File: config.mk
export PLATFORM = sky130hd
export DESIGN_NAME = huff_stream_decoder_flat
export DESIGN_NICKNAME = d
export VERILOG_FILES = /design/src/rtl/huff_pkg.sv /design/src/rtl/huff_stream_decoder_if.sv /design/src/rtl/huff_match.sv /design/src/rtl/huff_stream_decoder.sv /design/src/flat_wrapper.sv
export SDC_FILE = /design/constraint.sdc
export NUM_CORES = 1
export LEC_CHECK = 0
export BUFFER_PORTS_ARGS = -buffer_cell sky130_fd_sc_hd__buf_4
export CAP_MARGIN = 20
export CORE_ASPECT_RATIO = 1.25
export CORE_MARGIN = 4
export CORE_UTILIZATION = 60
export CTS_CLUSTER_DIAMETER = 150
export CTS_CLUSTER_SIZE = 40
export DETAILED_ROUTE_END_ITERATION = 12
export PLACE_DENSITY = 0.81
export SLEW_MARGIN = 20
export SYNTH_ARGS = -nofsm -noshare
export SYNTH_HDL_FRONTEND = slang
export SYNTH_HIERARCHICAL = 1
export SYNTH_SLANG_ARGS = --single-unit
export TNS_END_PERCENT = 1
File: constraint.sdc
create_clock -name clk -period 12.07 [get_ports clk]
set_clock_uncertainty 0.2 [all_clocks]
set_input_delay 3.0175 -clock clk [delete_from_list [all_inputs] [get_ports clk]]
set_output_delay 3.0175 -clock clk [all_outputs]
set_load 0.005 [all_outputs]
File: src/rtl/huff_pkg.sv
// -----------------------------------------------------------------------------
// huff_pkg
// Shared definitions for the streaming Huffman decoder:
//   - the canonical code table (first code, count and symbol offset for each
//     codeword length, plus the symbol list in canonical order)
//   - the decoder state enum
//   - huff_lookup(): canonical match of a MAX_CODE-bit MSB-aligned window,
//     returning {hit, len, sym}
// No ports (package).
// -----------------------------------------------------------------------------
package huff_pkg;

  localparam int CODE_MAX = 9;  // longest codeword in the table
  localparam int SYM_BITS = 4;  // signed symbol width
  localparam int LEN_BITS = 4;  // holds a codeword length 0..CODE_MAX

  typedef enum logic [1:0] {RUN, DRAIN, ERR} state_t;

  typedef struct packed {
    logic                       hit;
    logic [LEN_BITS-1:0]        len;
    logic signed [SYM_BITS-1:0] sym;
  } match_t;

  // Indexed by codeword length; entries 0 and 1 are unused (no such codes).
  // Length 9 holds three codes (444..446); 447 = 110111111 is left invalid.
  localparam int FIRST_CODE [10] = '{0, 0, 0, 4, 10, 24, 52, 108, 220, 444};
  localparam int CODE_COUNT [10] = '{0, 0, 2, 1,  2,  2,  2,   2,   2,   3};
  localparam int SYM_OFFSET [10] = '{0, 0, 0, 2,  3,  5,  7,   9,  11,  13};

  // Symbols in canonical order: 0, 1, -1, 2, -2, ... 7, -7, -8.
  localparam logic signed [SYM_BITS-1:0] SYMBOLS [16] = '{
    4'sd0, 4'sd1, -4'sd1, 4'sd2, -4'sd2, 4'sd3, -4'sd3, 4'sd4,
    -4'sd4, 4'sd5, -4'sd5, 4'sd6, -4'sd6, 4'sd7, -4'sd7, 4'b1000
  };

  // Canonical decode: a length-L code matches when its top-L-bit value lies in
  // [FIRST_CODE[L], FIRST_CODE[L]+CODE_COUNT[L]) and L bits are available.
  // The code is prefix-free, so the shortest match is the only match.
  function automatic match_t huff_lookup(input logic [CODE_MAX-1:0] window,
                                         input int                  avail);
    match_t              r;
    int                  code;
    logic [3:0]          li;
    logic [3:0]          idx;
    r = '0;
    for (int l = 1; l <= CODE_MAX; l++) begin
      li   = 4'(l);
      code = int'(window >> (CODE_MAX - l));
      if (!r.hit && l <= avail && code >= FIRST_CODE[li] &&
          code < FIRST_CODE[li] + CODE_COUNT[li]) begin
        idx   = 4'(SYM_OFFSET[li] + code - FIRST_CODE[li]);
        r.hit = 1'b1;
        r.len = LEN_BITS'(l);
        r.sym = SYMBOLS[idx];
      end
    end
    return r;
  endfunction

endpackage

File: src/rtl/huff_stream_decoder_if.sv
// -----------------------------------------------------------------------------
// huff_stream_decoder_if
// Bundles the decoder's stream-side signals.
//   Upstream  : sValid, sReady, in_bits[IN_W], in_len, flush
//   Downstream: decodedData (signed), tvalid, tready
//   Status    : done, residue[CNT_W], err
// Modports: slave = the decoder, master = whatever drives/consumes it.
// -----------------------------------------------------------------------------
interface huff_stream_decoder_if #(
  parameter int IN_W     = 8,
  parameter int MAX_CODE = 9,
  parameter int SYM_W    = 4
);
  localparam int BUF_W = MAX_CODE + IN_W;
  localparam int CNT_W = $clog2(BUF_W + 1);
  localparam int LEN_W = $clog2(IN_W + 1);

  logic                    sValid;
  logic                    sReady;
  logic [IN_W-1:0]         in_bits;
  logic [LEN_W-1:0]        in_len;
  logic                    flush;
  logic signed [SYM_W-1:0] decodedData;
  logic                    tvalid;
  logic                    tready;
  logic                    done;
  logic [CNT_W-1:0]        residue;
  logic                    err;

  modport master (
    output sValid, in_bits, in_len, flush, tready,
    input  sReady, decodedData, tvalid, done, residue, err
  );

  modport slave (
    input  sValid, in_bits, in_len, flush, tready,
    output sReady, decodedData, tvalid, done, residue, err
  );
endinterface

File: src/rtl/huff_match.sv
// -----------------------------------------------------------------------------
// huff_match
// Combinational canonical-Huffman matcher over the top CODE_MAX bits of the
// bit buffer.
//   window    in  CODE_MAX  buffer MSBs, first stream bit at the top
//   bit_count in  CNT_W     valid bits in the buffer (limits usable length)
//   hit       out 1         a complete codeword is present
//   len       out LEN_BITS  its length
//   sym       out SYM_BITS  decoded signed symbol
// -----------------------------------------------------------------------------
module huff_match
  import huff_pkg::*;
#(
  parameter int CNT_W = 5
) (
  input  logic [CODE_MAX-1:0]        window,
  input  logic [CNT_W-1:0]           bit_count,
  output logic                       hit,
  output logic [LEN_BITS-1:0]        len,
  output logic signed [SYM_BITS-1:0] sym
);
  match_t m;

  always_comb begin
    m = huff_lookup(window, int'(bit_count));
  end

  assign hit = m.hit;
  assign len = m.len;
  assign sym = m.sym;
endmodule

File: src/rtl/huff_stream_decoder.sv
// -----------------------------------------------------------------------------
// huff_stream_decoder
// Streaming canonical-Huffman decoder. Variable-length chunks are appended to
// an MSB-aligned bit buffer; one codeword per cycle is decoded from its top.
//   clk   in  rising-edge clock
//   reset in  asynchronous, active-low reset
//   bus   slave modport of huff_stream_decoder_if (chunk input with
//         valid/ready, symbol output with valid/ready, flush/done/residue,
//         sticky err)
// -----------------------------------------------------------------------------
module huff_stream_decoder
  import huff_pkg::*;
#(
  parameter int IN_W     = 8,
  parameter int MAX_CODE = 9,
  parameter int SYM_W    = 4
) (
  input logic                   clk,
  input logic                   reset,
  huff_stream_decoder_if.slave  bus
);
  localparam int BUF_W = MAX_CODE + IN_W;
  localparam int CNT_W = $clog2(BUF_W + 1);
  localparam int LEN_W = $clog2(IN_W + 1);
  localparam int THR   = BUF_W - IN_W;  // room for one more full chunk

  state_t                  state;
  logic [BUF_W-1:0]        buf_q;
  logic [CNT_W-1:0]        bit_count;
  logic                    sready_q;
  logic                    tvalid_q;
  logic signed [SYM_W-1:0] data_q;
  logic                    done_q;
  logic [CNT_W-1:0]        residue_q;
  logic                    err_q;

  logic [MAX_CODE-1:0]        window;
  logic                       hit;
  logic [LEN_BITS-1:0]        len;
  logic signed [SYM_BITS-1:0] sym;

  logic             fire;
  logic             chunk_ok;
  logic             err_cond;
  logic [IN_W-1:0]  mask;
  logic [BUF_W-1:0] chunk_top;
  logic [BUF_W-1:0] buf_shift;
  logic [CNT_W-1:0] count_shift;
  logic [BUF_W-1:0] buf_next;
  logic [CNT_W-1:0] count_next;

  assign window = buf_q[BUF_W-1 -: MAX_CODE];

  huff_match #(.CNT_W(CNT_W)) u_match (
    .window    (window),
    .bit_count (bit_count),
    .hit       (hit),
    .len       (len),
    .sym       (sym)
  );

  // NOTE: every signal written here gets a default first so no latch is inferred.
  always_comb begin
    fire        = 1'b0;
    chunk_ok    = 1'b0;
    err_cond    = 1'b0;
    mask        = '0;
    chunk_top   = '0;
    buf_shift   = buf_q;
    count_shift = bit_count;
    buf_next    = buf_q;
    count_next  = bit_count;

    // The output slot is free when empty or being consumed this edge.
    fire     = hit && (!tvalid_q || bus.tready) && (state != ERR);
    // Zero-length (or oversize) chunks complete the handshake but add nothing.
    chunk_ok = bus.sValid && sready_q && (bus.in_len != '0) &&
               (bus.in_len <= LEN_W'(IN_W));
    err_cond = (bit_count >= CNT_W'(MAX_CODE)) && !hit;

    if (fire) begin
      buf_shift   = buf_q << len;
      count_shift = bit_count - CNT_W'(len);
    end

    // Move the chunk's first bit (in_bits[in_len-1]) to the buffer MSB, then
    // slide it down below the bits still held after this cycle's decode.
    mask      = ~({IN_W{1'b1}} << bus.in_len);
    chunk_top = {bus.in_bits & mask, {(BUF_W-IN_W){1'b0}}} << (LEN_W'(IN_W) - bus.in_len);

    buf_next   = buf_shift;
    count_next = count_shift;
    if (chunk_ok) begin
      buf_next   = buf_shift | (chunk_top >> count_shift);
      count_next = count_shift + CNT_W'(bus.in_len);
    end
  end

  // NOTE: sequential state is updated with non-blocking assignments only.
  // NOTE: the bit buffer is reset with bit_count because appends OR into the
  // bits below bit_count, which must therefore always be zero.
  always_ff @(posedge clk or negedge reset) begin
    if (!reset) begin
      state     <= RUN;
      buf_q     <= '0;
      bit_count <= '0;
      sready_q  <= 1'b0;
      tvalid_q  <= 1'b0;
      data_q    <= '0;
      done_q    <= 1'b0;
      residue_q <= '0;
      err_q     <= 1'b0;
    end else begin
      done_q <= 1'b0;

      if (fire) begin
        tvalid_q <= 1'b1;
        data_q   <= SYM_W'(sym);
      end else if (bus.tready) begin
        tvalid_q <= 1'b0;
      end

      case (state)
        RUN: begin
          buf_q     <= buf_next;
          bit_count <= count_next;
          if (bus.flush) begin
            state    <= DRAIN;
            sready_q <= 1'b0;
          end else if (err_cond) begin
            state    <= ERR;
            err_q    <= 1'b1;
            sready_q <= 1'b0;
          end else begin
            sready_q <= (count_next <= CNT_W'(THR));
          end
        end

        DRAIN: begin
          // Upstream is stalled here, so only decodes move the buffer.
          if (!hit && !tvalid_q) begin
            state     <= RUN;
            done_q    <= 1'b1;
            residue_q <= bit_count;
            buf_q     <= '0;
            bit_count <= '0;
            sready_q  <= 1'b1;
          end else begin
            buf_q     <= buf_next;
            bit_count <= count_next;
            sready_q  <= 1'b0;
          end
        end

        ERR: begin
          if (bus.flush) begin
            state     <= RUN;
            err_q     <= 1'b0;
            buf_q     <= '0;
            bit_count <= '0;
            sready_q  <= 1'b1;
          end else begin
            sready_q <= 1'b0;
          end
        end

        default: state <= RUN;
      endcase
    end
  end

  assign bus.sReady      = sready_q;
  assign bus.tvalid      = tvalid_q;
  assign bus.decodedData = data_q;
  assign bus.done        = done_q;
  assign bus.residue     = residue_q;
  assign bus.err         = err_q;

endmodule

File: src/flat_wrapper.sv
// flat-port wrapper written by rule: the top's interface ports become plain ports
module huff_stream_decoder_flat import huff_pkg::*;
#(
  parameter int IN_W     = 8,
  parameter int MAX_CODE = 9,
  parameter int SYM_W    = 4
)
  (clk, reset, bus_sValid, bus_in_bits, bus_in_len, bus_flush, bus_tready, bus_sReady, bus_decodedData, bus_tvalid, bus_done, bus_residue, bus_err);
  huff_stream_decoder_if #(.IN_W(IN_W), .MAX_CODE(MAX_CODE), .SYM_W(SYM_W)) bus_i ();
  input logic clk;
  input logic reset;
  input wire logic [$bits(bus_i.sValid)-1:0] bus_sValid;
  input wire logic [$bits(bus_i.in_bits)-1:0] bus_in_bits;
  input wire logic [$bits(bus_i.in_len)-1:0] bus_in_len;
  input wire logic [$bits(bus_i.flush)-1:0] bus_flush;
  input wire logic [$bits(bus_i.tready)-1:0] bus_tready;
  output wire logic [$bits(bus_i.sReady)-1:0] bus_sReady;
  output wire logic [$bits(bus_i.decodedData)-1:0] bus_decodedData;
  output wire logic [$bits(bus_i.tvalid)-1:0] bus_tvalid;
  output wire logic [$bits(bus_i.done)-1:0] bus_done;
  output wire logic [$bits(bus_i.residue)-1:0] bus_residue;
  output wire logic [$bits(bus_i.err)-1:0] bus_err;
  assign bus_i.sValid = bus_sValid;
  assign bus_i.in_bits = bus_in_bits;
  assign bus_i.in_len = bus_in_len;
  assign bus_i.flush = bus_flush;
  assign bus_i.tready = bus_tready;
  assign bus_sReady = bus_i.sReady;
  assign bus_decodedData = bus_i.decodedData;
  assign bus_tvalid = bus_i.tvalid;
  assign bus_done = bus_i.done;
  assign bus_residue = bus_i.residue;
  assign bus_err = bus_i.err;
  huff_stream_decoder #(.IN_W(IN_W), .MAX_CODE(MAX_CODE), .SYM_W(SYM_W)) u_core (.clk(clk), .reset(reset), .bus(bus_i));
endmodule
# Yosys cells after proc, flatten, opt, wreduce, memory -nomap -nowiden
# Memories as Yosys holds them, arrays and structs flattened.
# Index checks and enable logic that the tools add are counted.
op_classes:
  n_reduce_logical: 53
  addsub: 17
  magnitude_cmp: 39
  n_eq_ne: 8
  bitwise: 12
  mux: 54
  shift: 4
ops:
  columns: ["cell", "n"]
  rows:
  - ["9-bit 2-to-1 mux", 9]
  - ["4-bit 2-to-1 mux", 18]
  - ["17-bit 2-to-1 mux", 4]
  - ["17-bit case mux with 3 select lines", 1]
  - ["5-bit >= comparator (second input constant)", 10]
  - ["4-bit NOT with 5-bit output", 7]
  - ["17-bit by 4-bit left shift with 17-bit output", 2]
  - ["1-bit logical AND", 33]
  - ["3-bit by 5-bit <= comparator with 1-bit output (first input constant)", 4]
  - ["5-bit 2-to-1 mux", 4]
  - ["4-bit subtractor (second input constant)", 5]
  - ["17-bit bitwise OR", 1]
  - ["17-bit by 5-bit >> shifter with 17-bit output", 1]
  - ["5-bit case mux with 3 select lines", 1]
  - ["4-bit adder (first input constant)", 3]
  - ["2-bit by 5-bit <= comparator with 1-bit output (first input constant)", 2]
  - ["4-bit by 5-bit <= comparator with 1-bit output (first input constant)", 2]
  - ["1-bit zero test", 10]
  - ["1-bit 2-to-1 mux", 10]
  - ["9-bit >= comparator (second input constant)", 1]
  - ["9-bit < comparator (second input constant)", 1]
  - ["3-bit by 4-bit adder with 4-bit output (first input constant)", 2]
  - ["8-bit AND", 1]
  - ["8-bit >= comparator (second input constant)", 1]
  - ["45 further kinds", 54]
totals:
  memories: 9
  wordCells: 205
  input_bits: 17
  out_inout_bits: 13
  reg_bits: 37
  mem_bits_ro: 576
mem_list:
  columns: ["name", "words", "width", "rd", "rd_clocked_by_memory_dff", "wr", "line_no", "rtl"]
  rows:
  - ["(no name shown)", 16, 4, 1, 0, 0, "huff_pkg.sv:55", "r.sym = SYMBOLS[idx];"]
  - ["(no name shown)", 16, 4, 1, 0, 0, "huff_pkg.sv:55", null]
  - ["(no name shown)", 16, 4, 1, 0, 0, "huff_pkg.sv:55", null]
  - ["(no name shown)", 16, 4, 1, 0, 0, "huff_pkg.sv:55", null]
  - ["(no name shown)", 16, 4, 1, 0, 0, "huff_pkg.sv:55", null]
  - ["(no name shown)", 16, 4, 1, 0, 0, "huff_pkg.sv:55", null]
  - ["3 more memories", null, null, null, null, null, null, null]

# Depth between registers and ports, before layout
# Gate-level depths: netlist (run 1).
depth:
  depth_word: 54
  ltp_mapped: 24

# Modules after synthesis
# The synthesis (run 1) kept the hierarchy.
by_module_without_submodules:
  columns: ["mod", "area_each_um2", "seq_area_each_um2", "cells_each", "instances"]
  rows:
  - ["huff_stream_decoder", 3925.0, 925.9, 431, 1]
  - ["huff_match", 1716.6, 0.0, 228, 1]

# Least setup slack after synthesis (run 1)
# No wires, ideal clock.
synth_timing:
  path_type: "input to register"
  startpoint: "input bus_in_len[0]"
  endpoint: "register u_core.buf_q[4]"
  arrival_time_ns: 5.334
  setup_ns: 0.065
  cell_stages: 12
  path_buffers: 2
  path_slack_ns: 6.471
  cell_sequence: "buf_4 > inv_1 > ha_1 > ha_1 > buf_2 > inv_1 > or3_1 > a21oi_1 > o211a_1 > o221ai_1 > a2111oi_2 > a211o_1"
synth_via:
  elab_chain_cells: 9
  word_cells_on_any_way: 14
  classes_between: "1 x add/sub; 1 x order compare; 3 x shift; 3 x mux; 3 x bitwise; 3 x reduce/logical"
synth_rtl:
  columns: ["item", "line_no", "rtl"]
  rows:
  - ["start, declared", "flat_wrapper.sv:14", "input wire logic [$bits(bus_i.in_len)-1:0] bus_in_len;"]
  - ["8-bit by 4-bit left shift with 8-bit output", "huff_stream_decoder.sv:88", "mask = ~({IN_W{1'b1}} << bus.in_len);"]
  - ["8-bit NOT", "huff_stream_decoder.sv:88", null]
  - ["8-bit AND", "huff_stream_decoder.sv:89", "chunk_top = {bus.in_bits & mask, {(BUF_W-IN_W){1'b0}}} << (LEN_W'(IN_W) - bus.in_len);"]
  - ["17-bit by 4-bit left shift with 17-bit output", "huff_stream_decoder.sv:89", null]
  - ["17-bit by 5-bit >> shifter with 17-bit output", "huff_stream_decoder.sv:94", "buf_next = buf_shift | (chunk_top >> count_shift);"]
  - ["17-bit bitwise OR", "huff_stream_decoder.sv:94", null]
  - ["17-bit 2-to-1 mux (*)", "huff_stream_decoder.sv:93", "if (chunk_ok) begin"]
  - ["17-bit 2-to-1 mux", "huff_stream_decoder.sv:141", "if (!hit && !tvalid_q) begin"]
  - ["17-bit case mux with 3 select lines (*)", "huff_stream_decoder.sv:123", "case (state)"]
  - ["end signal, assigned", "huff_stream_decoder.sv:125", "buf_q <= buf_next;"]
  - ["end signal, assigned", "huff_stream_decoder.sv:149", "buf_q <= buf_next;"]
  - ["end, declared", "huff_stream_decoder.sv:28", "logic [BUF_W-1:0] buf_q;"]
# Every way passes the cells marked *; elsewhere a longest branch is shown, timed or not.
# A chain may end at the register's enable or synchronous reset.

# Final worst setup path (run 1)
layout_timing:
  startpoint: "register u_core.buf_q[14]"
  endpoint: "register u_core.sready_q, in the netlist u_core/bus.sReady"
layout_via:
  word_cells_on_any_way: 61
  classes_between: "2 x add/sub; 15 x order compare; 13 x mux; 31 x reduce/logical"
layout_lines:
  columns: ["item", "line_no", "rtl"]
  rows:
  - ["3-bit >= comparator", "huff_pkg.sv:50", "if (!r.hit && l <= avail && code >= FIRST_CODE[li] &&"]
  - ["1-bit logical AND (2 in a row)", "huff_pkg.sv:50", null]
  - ["9-bit 2-to-1 mux", "huff_pkg.sv:50", null]
  - ["1-bit zero test", "huff_pkg.sv:50", null]
  - ["1-bit logical AND (3 in a row)", "huff_pkg.sv:50", null]
  - ["9-bit 2-to-1 mux", "huff_pkg.sv:50", null]
  - ["1-bit zero test", "huff_pkg.sv:50", null]
  - ["1-bit logical AND (3 in a row)", "huff_pkg.sv:50", null]
  - ["[... 21 more ...]", null, null]
  - ["named net u_core.len[2]", "huff_stream_decoder.sv:39", "logic [LEN_BITS-1:0] len;"]
  - ["5-bit by 4-bit subtractor with 5-bit output (*)", "huff_stream_decoder.sv:83", "count_shift = bit_count - CNT_W'(len);"]
  - ["5-bit 2-to-1 mux (*)", "huff_stream_decoder.sv:81", "if (fire) begin"]
  - ["5-bit by 4-bit adder with 5-bit output", "huff_stream_decoder.sv:95", "count_next = count_shift + CNT_W'(bus.in_len);"]
  - ["5-bit 2-to-1 mux (*)", "huff_stream_decoder.sv:93", null]
  - ["5-bit by 4-bit <= comparator with 1-bit output (*)", "huff_stream_decoder.sv:135", "sready_q <= (count_next <= CNT_W'(THR));"]
  - ["1-bit 2-to-1 mux (*)", "huff_stream_decoder.sv:130", "end else if (err_cond) begin"]
  - ["1-bit 2-to-1 mux (*)", "huff_stream_decoder.sv:127", "if (bus.flush) begin"]
  - ["1-bit case mux with 3 select lines (*)", "huff_stream_decoder.sv:123", null]
  - ["end signal, assigned", "huff_stream_decoder.sv:135", null]
  - ["end, declared", "huff_stream_decoder.sv:30", "logic sready_q;"]
# Mark *: on every way through the listed nets, which the timed path passes. The rest lies on a longest branch.

==> out/qor.yml, run 1 <==
synthesis:
  synthAdderAreaFrac_pct: 10.9
  synth-xor-area-share_pct: 6.45
  yosysMostFrequentCell: "nand2_1"
  synth_cell_type_count: 96
  synthCells: 659
  synth_top_area_cell: "dfrtp_1"
  syn_area_mm2: 0.00564
  yosys.area_share.simple_pct: 21.9
  synth_top_family_by_area: "compound AO/OA/AOI/OAI gates"
  synth_edf_count: 0
  ys.flop_type: "dfrtp_1"
  synth.ff_latch_count: 37
  synth_compound_area_share_pct: 27.8
  synth_area_per_cell_um2: 8.56
  synthArstFlopShare_pct: 100
  ys_top_cells_by_count: "55 x nand2_1, 46 x ha_1, 37 x dfrtp_1"
  muxShareOfSynthArea_pct: 10.8
  synth_fp_nets: 724
  synth_top_area_share_pct: 16.4
  synth-seq-area-share_pct: 16.4
  synthTopCellsByArea: "dfrtp_1 16%, ha_1 10%, mux4_2 4.4%"
  yosysWarnings: 6
place:
  port_buffers: 29
  place.gp.congestion: 0.964
  place.detailed.hpwl_mm: 11.9
  pre_cts_slack_ns: 5.72
clock_network:
  cts_resized: 0
  cts_setup_buffers: 0
  numCtsBuffers: 5
  ctsHoldBuffers: 0
  cts_max_path_buffers: 2
  cts_tree: "done"
  clock-root-buffer: "clkbuf_16"
  clk_latency_ns: 0.28
  htree_levels: 2
  clock_sinks: 37
  path_clk_slew_ns: 0.06
critical_path:
  worstPathMaxFanout: 19
  worst_setup_path_end_kind: "flop"
  crit_type: "flop to flop"
  crit_start: "u_core/buf_q[14]"
  path_cells: "inv_2 -> ha_1 -> nand3_1 -> a2111oi_1 -> nand3b_1 -> nand4_1 -> inv_2 -> ha_1 -> xor2_1 -> mux2i_2 -> inv_2 -> ha_1 -> nor2b_1 -> o21a_1 -> o2111ai_1 -> xnor2_1 -> nor4_2 -> nand3_1 -> a21oi_1"
  start_kind: "flop"
  max_stage_delay_ns: 0.64
  cp.arrival_ns: 6.35
  regToRegStartpoint: "u_core/buf_q[14]"
  required_ns: 12.08
  cp_slowest_cell: "dfrtp_1"
status:
  status: "finished, final reports clean"
drt:
  routed_wl_mm: 15.7
  viasPerCell: 6.82
  num_vias: 5393
  firstDrtPassIters: 5
  drt-initial-drc-count: 542
  ant_nets: 0
  drc: 0
  wl_per_cell_um: 19.8
pwr:
  peakVddDrop_v: 0.000104
  p_switching_mw: 0.642
  clkPwrFrac_pct: 10.4
  netSwitchingFraction_pct: 53.2
  p_comb_share_pct: 72.3
  pwr-share-seq_pct: 17.2
  p_leak_nw: 2.51
  power_density_mw_per_mm2: 201
  power.internal_mw: 0.564
global_route:
  grt_pass1_vias: 5234
  overflow: 0
  grt_usage_pct: 29.0
  grt_pass1_wl_mm: 25.6
  antenna_found_initial: 0
  grt_max_degree: 38
floorplanning:
  start_util_pct: 61.5
  rows: 39
  dieArea_mm2: 0.0110
  dieHeight_um: 116
  die_w_um: 94.7
  top_level_ports: 30
  core_mm2: 0.00917
finish:
  multi_input_area_mm2: 0.00439
  regArea_um2: 926
  area_delta_synth_final_pct: 6.37
  drive_gt1_share_pct: 17.1
  nFillCells: 812
  nNetsFinal: 732
  antenna_cells: 0
sta:
  rsz0062_at_grt: "no"
  fin_tns_setup_ns: 0
  fmax_ghz: 0.158
  period_minus_slack_ns: 6.34
  fin_crit_sh_pct: 52.5
  slew_violations: 0
  worstMarginPinSlew_ns: 0.924
  setup_ws_ns: 5.73
  max_slew_margin_pct: 38.3
  setup_viol: 0
  hold_viol_final: 0
hold_path:
  hold_start: "u_core/bus.residue[1]"
  hold_path.class: "flop to flop"
flow_run:
  cap_viol_max_count: 0
==> layout by cell type, fill, tap and decap left out, types with 10 or more instances in the layout <==
master | netlist | routed
a21oi_1 | 30 | 30
o211ai_1 | 10 | 10
nor2_1 | 36 | 36
nor3_1 | 19 | 19
mux2_2 | 12 | 12
nand3_1 | 20 | 20
o21ai_0 | 28 | 28
xor2_1 | 15 | 15
mux4_2 | 11 | 11
a22oi_1 | 13 | 13
ha_1 | 46 | 46
nand2b_1 | 12 | 12
nand4_1 | 11 | 11
inv_1 | 25 | 25
mux2i_1 | 20 | 20
nand2_1 | 55 | 55
xnor2_1 | 21 | 21
buf_4 | 5 | 35
dfrtp_1 | 37 | 37
==> worst paths after layout <==
path	to	slack, ns	cells after the start
setup / recovery	u_core/bus.sReady	5.73	19
hold / removal	u_core/bus.residue[1]	0.31	1
setup reg to reg	u_core/bus.sReady	5.73	19
hold reg to reg	u_core/bus.residue[1]	0.31	1
max in group asynchronous	u_core/buf_q[1]	8.83	1
min in group asynchronous	u_core/bus.err	2.49	1
==> layout make-up <==
class / count / share of cell area [%]
inverters: 32 / 2.09
flip-flops and latches: 37 / 15.4
repair buffers: 35 / 4.38
clock inverters: 2 / 0.167
clock buffers: 6 / 2.15
well taps: 123 / 2.56
multi-input cells: 556 / 73.2
==> registers in the layout, summed over array words and instances (netlist names) <==
name,flops
u_core/buf_q,17
u_core/bit_count,5
u_core/bus.sReady,1
u_core/bus.done,1
u_core/bus.decodedData,4
u_core/bus.err,1
u_core/bus.tvalid,1
u_core/state,2
u_core/bus.residue,5
==> cell families (layout without fill, tap and decap cells) <==
kind of cell,count (synthesis),count (layout)
AOI/OAI and AO/OA,205,205
xor gates and xnor gates,39,39
adders and majority gates,48,48
buffers and inverters,66,75
DFF,37,37
muxes,45,45
and+or+nand+nor,219,219
==> power by group through the flow <==
stage	Clock [mW]	Sequential, mW	Combinational [mW]
after floorplan	0	0.189	0.692
after global placement	0	0.208	0.832
after detailed placement	0	0.210	0.849
after CTS	0.126	0.207	0.855
after global routing	0.133	0.215	0.942
final	0.126	0.208	0.872
==> routing by layer <==
metal / vias to the layer above / global-route usage [%] / wire length (um)
met5: - / 0 / 0
met4: 0 / 14.1 / 665
met3: 53 / 2.26 / 686
met2: 244 / 54.2 / 8170
met1: 2570 / 33.0 / 6170
li1: 2526 / - / -
==> stage by stage <==
step           util [%]  cell area [um2]  total power, mW  cells  hold WS, ns
6_report           65.4             6000             1.21    791        0.306
5_1_grt            65.4             6000             1.29    791        0.336
3_3_place_gp       63.9             5860             1.04    783        0.295
2_1_floorplan         -             5640            0.881    659        0.304
3_5_place_dp       63.9             5860             1.06    783        0.297
4_1_cts            65.4             6000             1.19    791        0.309
==> critical path: cells and delay by family (launching register included) <==
kind	cells	cell delay (ns)
xor gates and xnor gates	2	0.31
adders and majority gates	3	1.12
buffers and inverters	3	0.75
DFF	1	0.64
AOI/OAI and AO/OA	4	1.05
and+or+nand+nor	6	1.56
muxes	1	0.62
(Power assumes the default switching activity.)
==> run 2: changes to the inputs <==
--- a/config.mk
+++ b/config.mk
@@ -9,11 +9,11 @@
 export CAP_MARGIN = 20
 export CORE_ASPECT_RATIO = 1.25
 export CORE_MARGIN = 4
-export CORE_UTILIZATION = 60
+export CORE_UTILIZATION = 58
 export CTS_CLUSTER_DIAMETER = 150
 export CTS_CLUSTER_SIZE = 40
 export DETAILED_ROUTE_END_ITERATION = 12
-export PLACE_DENSITY = 0.81
+export PLACE_DENSITY = 0.82
 export SLEW_MARGIN = 20
 export SYNTH_ARGS = -nofsm -noshare
 export SYNTH_HDL_FRONTEND = slang
==> constraint.sdc (replaced) <==
create_clock -name clk -period 5.75 [get_ports clk]
set_clock_uncertainty 0.2 [all_clocks]
set_input_delay 1.4375 -clock clk [delete_from_list [all_inputs] [get_ports clk]]
set_output_delay 1.4375 -clock clk [all_outputs]
set_load 0.005 [all_outputs]
==> run 2 against run 1 <==
Against the previous run: sequential cell count did not move; core utilization fell by 1.5 points; power rose by 120%; first-iteration DRC count fell by 14%; combinational power rose by 120%; fmax rose by 19%; count of clock-buffer cells in the layout did not move; global-route usage fell by 0.078 points; setup slack got worse by 5.3 ns; largest power group unchanged; final area rose by 1.8%.
==> out/qor.yml, run 2 (same netlist as run 1, synthesis figures left out) <==
critical_path:
  worstPathMaxFanout: 16  # was 19
  path_cells: "ha_1 -> a21o_1 -> a2111oi_1 -> o22ai_1 -> and2_1 -> nand2b_1 -> inv_1 -> buf_4 -> clkinv_1 -> ha_1 -> and3b_1 -> o31a_2 -> inv_4 -> ha_1 -> o21a_1 -> o2111ai_1 -> xnor2_1 -> nor4_2 -> nand3_1 -> a21oi_1"  # was inv_2 -> ha_1 -> nand3_1 -> a2111oi_1 -> nand3b_1 -> nand4_1 -> inv_2 -> ha_1 -> xor2_1 -> mux2i_2 -> inv_2 -> ha_1 -> nor2b_1 -> o21a_1 -> o2111ai_1 -> xnor2_1 -> nor4_2 -> nand3_1 -> a21oi_1
  critPathTopFamily: "compound AO/OA/AOI/OAI gates"  # was simple AND/OR/NAND/NOR gates
  max_stage_delay_ns: 0.58  # was 0.64 ns
  cp.arrival_ns: 5.35  # was 6.35 ns
  crit_type: "flop to flop"  # unchanged
  cp_num_buf_inv: 4  # was 3
  start_kind: "flop"  # unchanged
  worst_setup_path_end_kind: "flop"  # unchanged
  cp_slowest_cell: "dfrtp_1"  # unchanged
  required_ns: 5.76  # was 12.08 ns
  cp_common_cell: "ha_1"
finish:
  drive_gt1_share_pct: 18.3  # was 17.1%
  stdcell_area_mm2: 0.00611  # was 0.00600 mm2
  fin_util_pct: 63.9  # was 65.4%
  layout_commonest_cell: "nand2_1"  # unchanged
  area_delta_synth_final_pct: 8.29  # was 6.37%
  instances_no_fill: 804  # was 791
  final_cell_mix: "55 x nand2_1, 46 x ha_1, 45 x buf_4, 37 x dfrtp_1, 36 x nor2_1"  # was 55 x nand2_1, 46 x ha_1, 37 x dfrtp_1, 36 x nor2_1, 35 x buf_4
  largest_register_ffs: 17  # unchanged
  largest-register: "u_core/buf_q"  # unchanged
  nNetsFinal: 742  # was 732
  antenna_cells: 0  # unchanged
drt:
  num_vias: 5522  # was 5,393
  routed_wl_mm: 16.3  # was 15.7 mm
  met3_length_um: 824  # was 686 um
  wl_met1_mm: 6.13  # was 6.17 mm
  drc: 0  # unchanged
  firstDrtPassIters: 5  # unchanged
  ant_nets: 0  # unchanged
  maxUsedRoutingLayer: "met4"  # unchanged
  route.met2.wl_mm: 8.49  # was 8.17 mm
  wl_per_cell_um: 20.3  # was 19.8 um
  drt-initial-drc-count: 467  # was 542
  viasPerCell: 6.87  # was 6.82
hold_path:
  hold_path.class: "flop to flop"  # unchanged
global_route:
  grt_pass1_wl_mm: 26.5  # was 25.6 mm
  grt_max_degree: 38  # unchanged
  antenna_found_initial: 0  # unchanged
  grt_usage_pct: 29.0  # about the same
  grt_pass1_vias: 5412  # was 5,234
  overflow: 0  # unchanged
sta:
  hold_viol_final: 0  # unchanged
  slew_violations: 0  # unchanged
  worstMarginPinSlew_ns: 0.959  # was 0.924 ns
  max_slew_margin_pct: 35.9  # was 38.3%
  setup_viol: 0  # unchanged
  setup_ws_ns: 0.407  # was 5.73 ns
  fmax_ghz: 0.187  # was 0.158 GHz
  whs_ns: 0.319  # was 0.306 ns
  fin_crit_sh_pct: 92.9  # was 52.5%
  rsz0062_at_grt: "no"  # unchanged
  fin_tns_setup_ns: 0  # unchanged
  period_minus_slack_ns: 5.34  # was 6.34 ns
floorplanning:
  die_w_um: 96.2  # was 94.7 um
  top_level_ports: 30  # unchanged
  start_util_pct: 59.0  # was 61.5%
  rows: 40  # was 39
  core_mm2: 0.00956  # was 0.00917 mm2
  dieArea_mm2: 0.0114  # was 0.0110 mm2
  dieHeight_um: 118  # was 116 um
pwr:
  power_mw: 2.63  # was 1.21 mW
  power_density_mw_per_mm2: 430  # was 201 mW/mm2
  p_leak_nw: 2.57  # was 2.51 nW
  peakVddDrop_v: 0.000231  # was 0.000104 V
clock_network:
  cts_max_path_buffers: 2  # unchanged
  clk_latency_ns: 0.28  # about the same
  clock-root-buffer: "clkbuf_16"  # unchanged
  clock_sinks: 37  # unchanged
  cts_setup_buffers: 0  # unchanged
  path_clk_slew_ns: 0.06  # about the same
  numCtsBuffers: 5  # unchanged
  cts_tree: "done"  # unchanged
  htree_levels: 2  # unchanged
flow_run:
  cap_viol_max_count: 0  # unchanged
status:
  status: "finished, final reports clean"  # unchanged
place:
  pre_cts_slack_ns: 0.450  # was 5.72 ns
  place.detailed.hpwl_mm: 12.6  # was 11.9 mm
  post_dp_cell_area_mm2: 0.00594  # was 0.00586 mm2
  port_buffers: 29  # unchanged
  place.gp.congestion: 1.01  # was 0.964
  dp_cells: 796  # was 783
## run 2: path summary, 6_finish.rpt
kind	start	to	slack [ns]	depth (start not counted)
worst max register to register	u_core/buf_q[12]	u_core/bus.sReady	0.41	20
min in group asynchronous	reset	u_core/bus.decodedData[1]	0.90	1
worst max-delay path	u_core/buf_q[12]	u_core/bus.sReady	0.41	20
worst min register to register	u_core/bus.residue[4]	u_core/bus.residue[4]	0.32	1
max in group asynchronous	reset	u_core/bus.residue[2]	4.10	1
worst min-delay path	u_core/bus.residue[4]	u_core/bus.residue[4]	0.32	1
## run 2: final cells by class
class	count	area [um2]
inverter	32	125
fill	813	3450
sequential	37	926
clock buffer	6	129
timing repair buffer	45	338
multi-input combinational	556	4400
clock inverter	2	38.8
tap	126	158
## run 2: timing repair
item / CTS / global route
endpoints found under the hold margin: 0 / 0
hold buffers: 0 / 0
gates resized for setup: 0 / 1
setup endpoints to repair: 0 / 1
## run 2: routing by layer
metal	global-route usage, %	up-vias
li1	-	2550
met1	33.3	2628
met2	50.5	273
met3	3.12	71
met4	16.6	0
met5	0	-
## run 2: where the power goes
group,switching [mW],internal [mW]
combinational,1.18,0.726
clock,0.108,0.205
sequential,0.0918,0.321
total,1.38,1.25
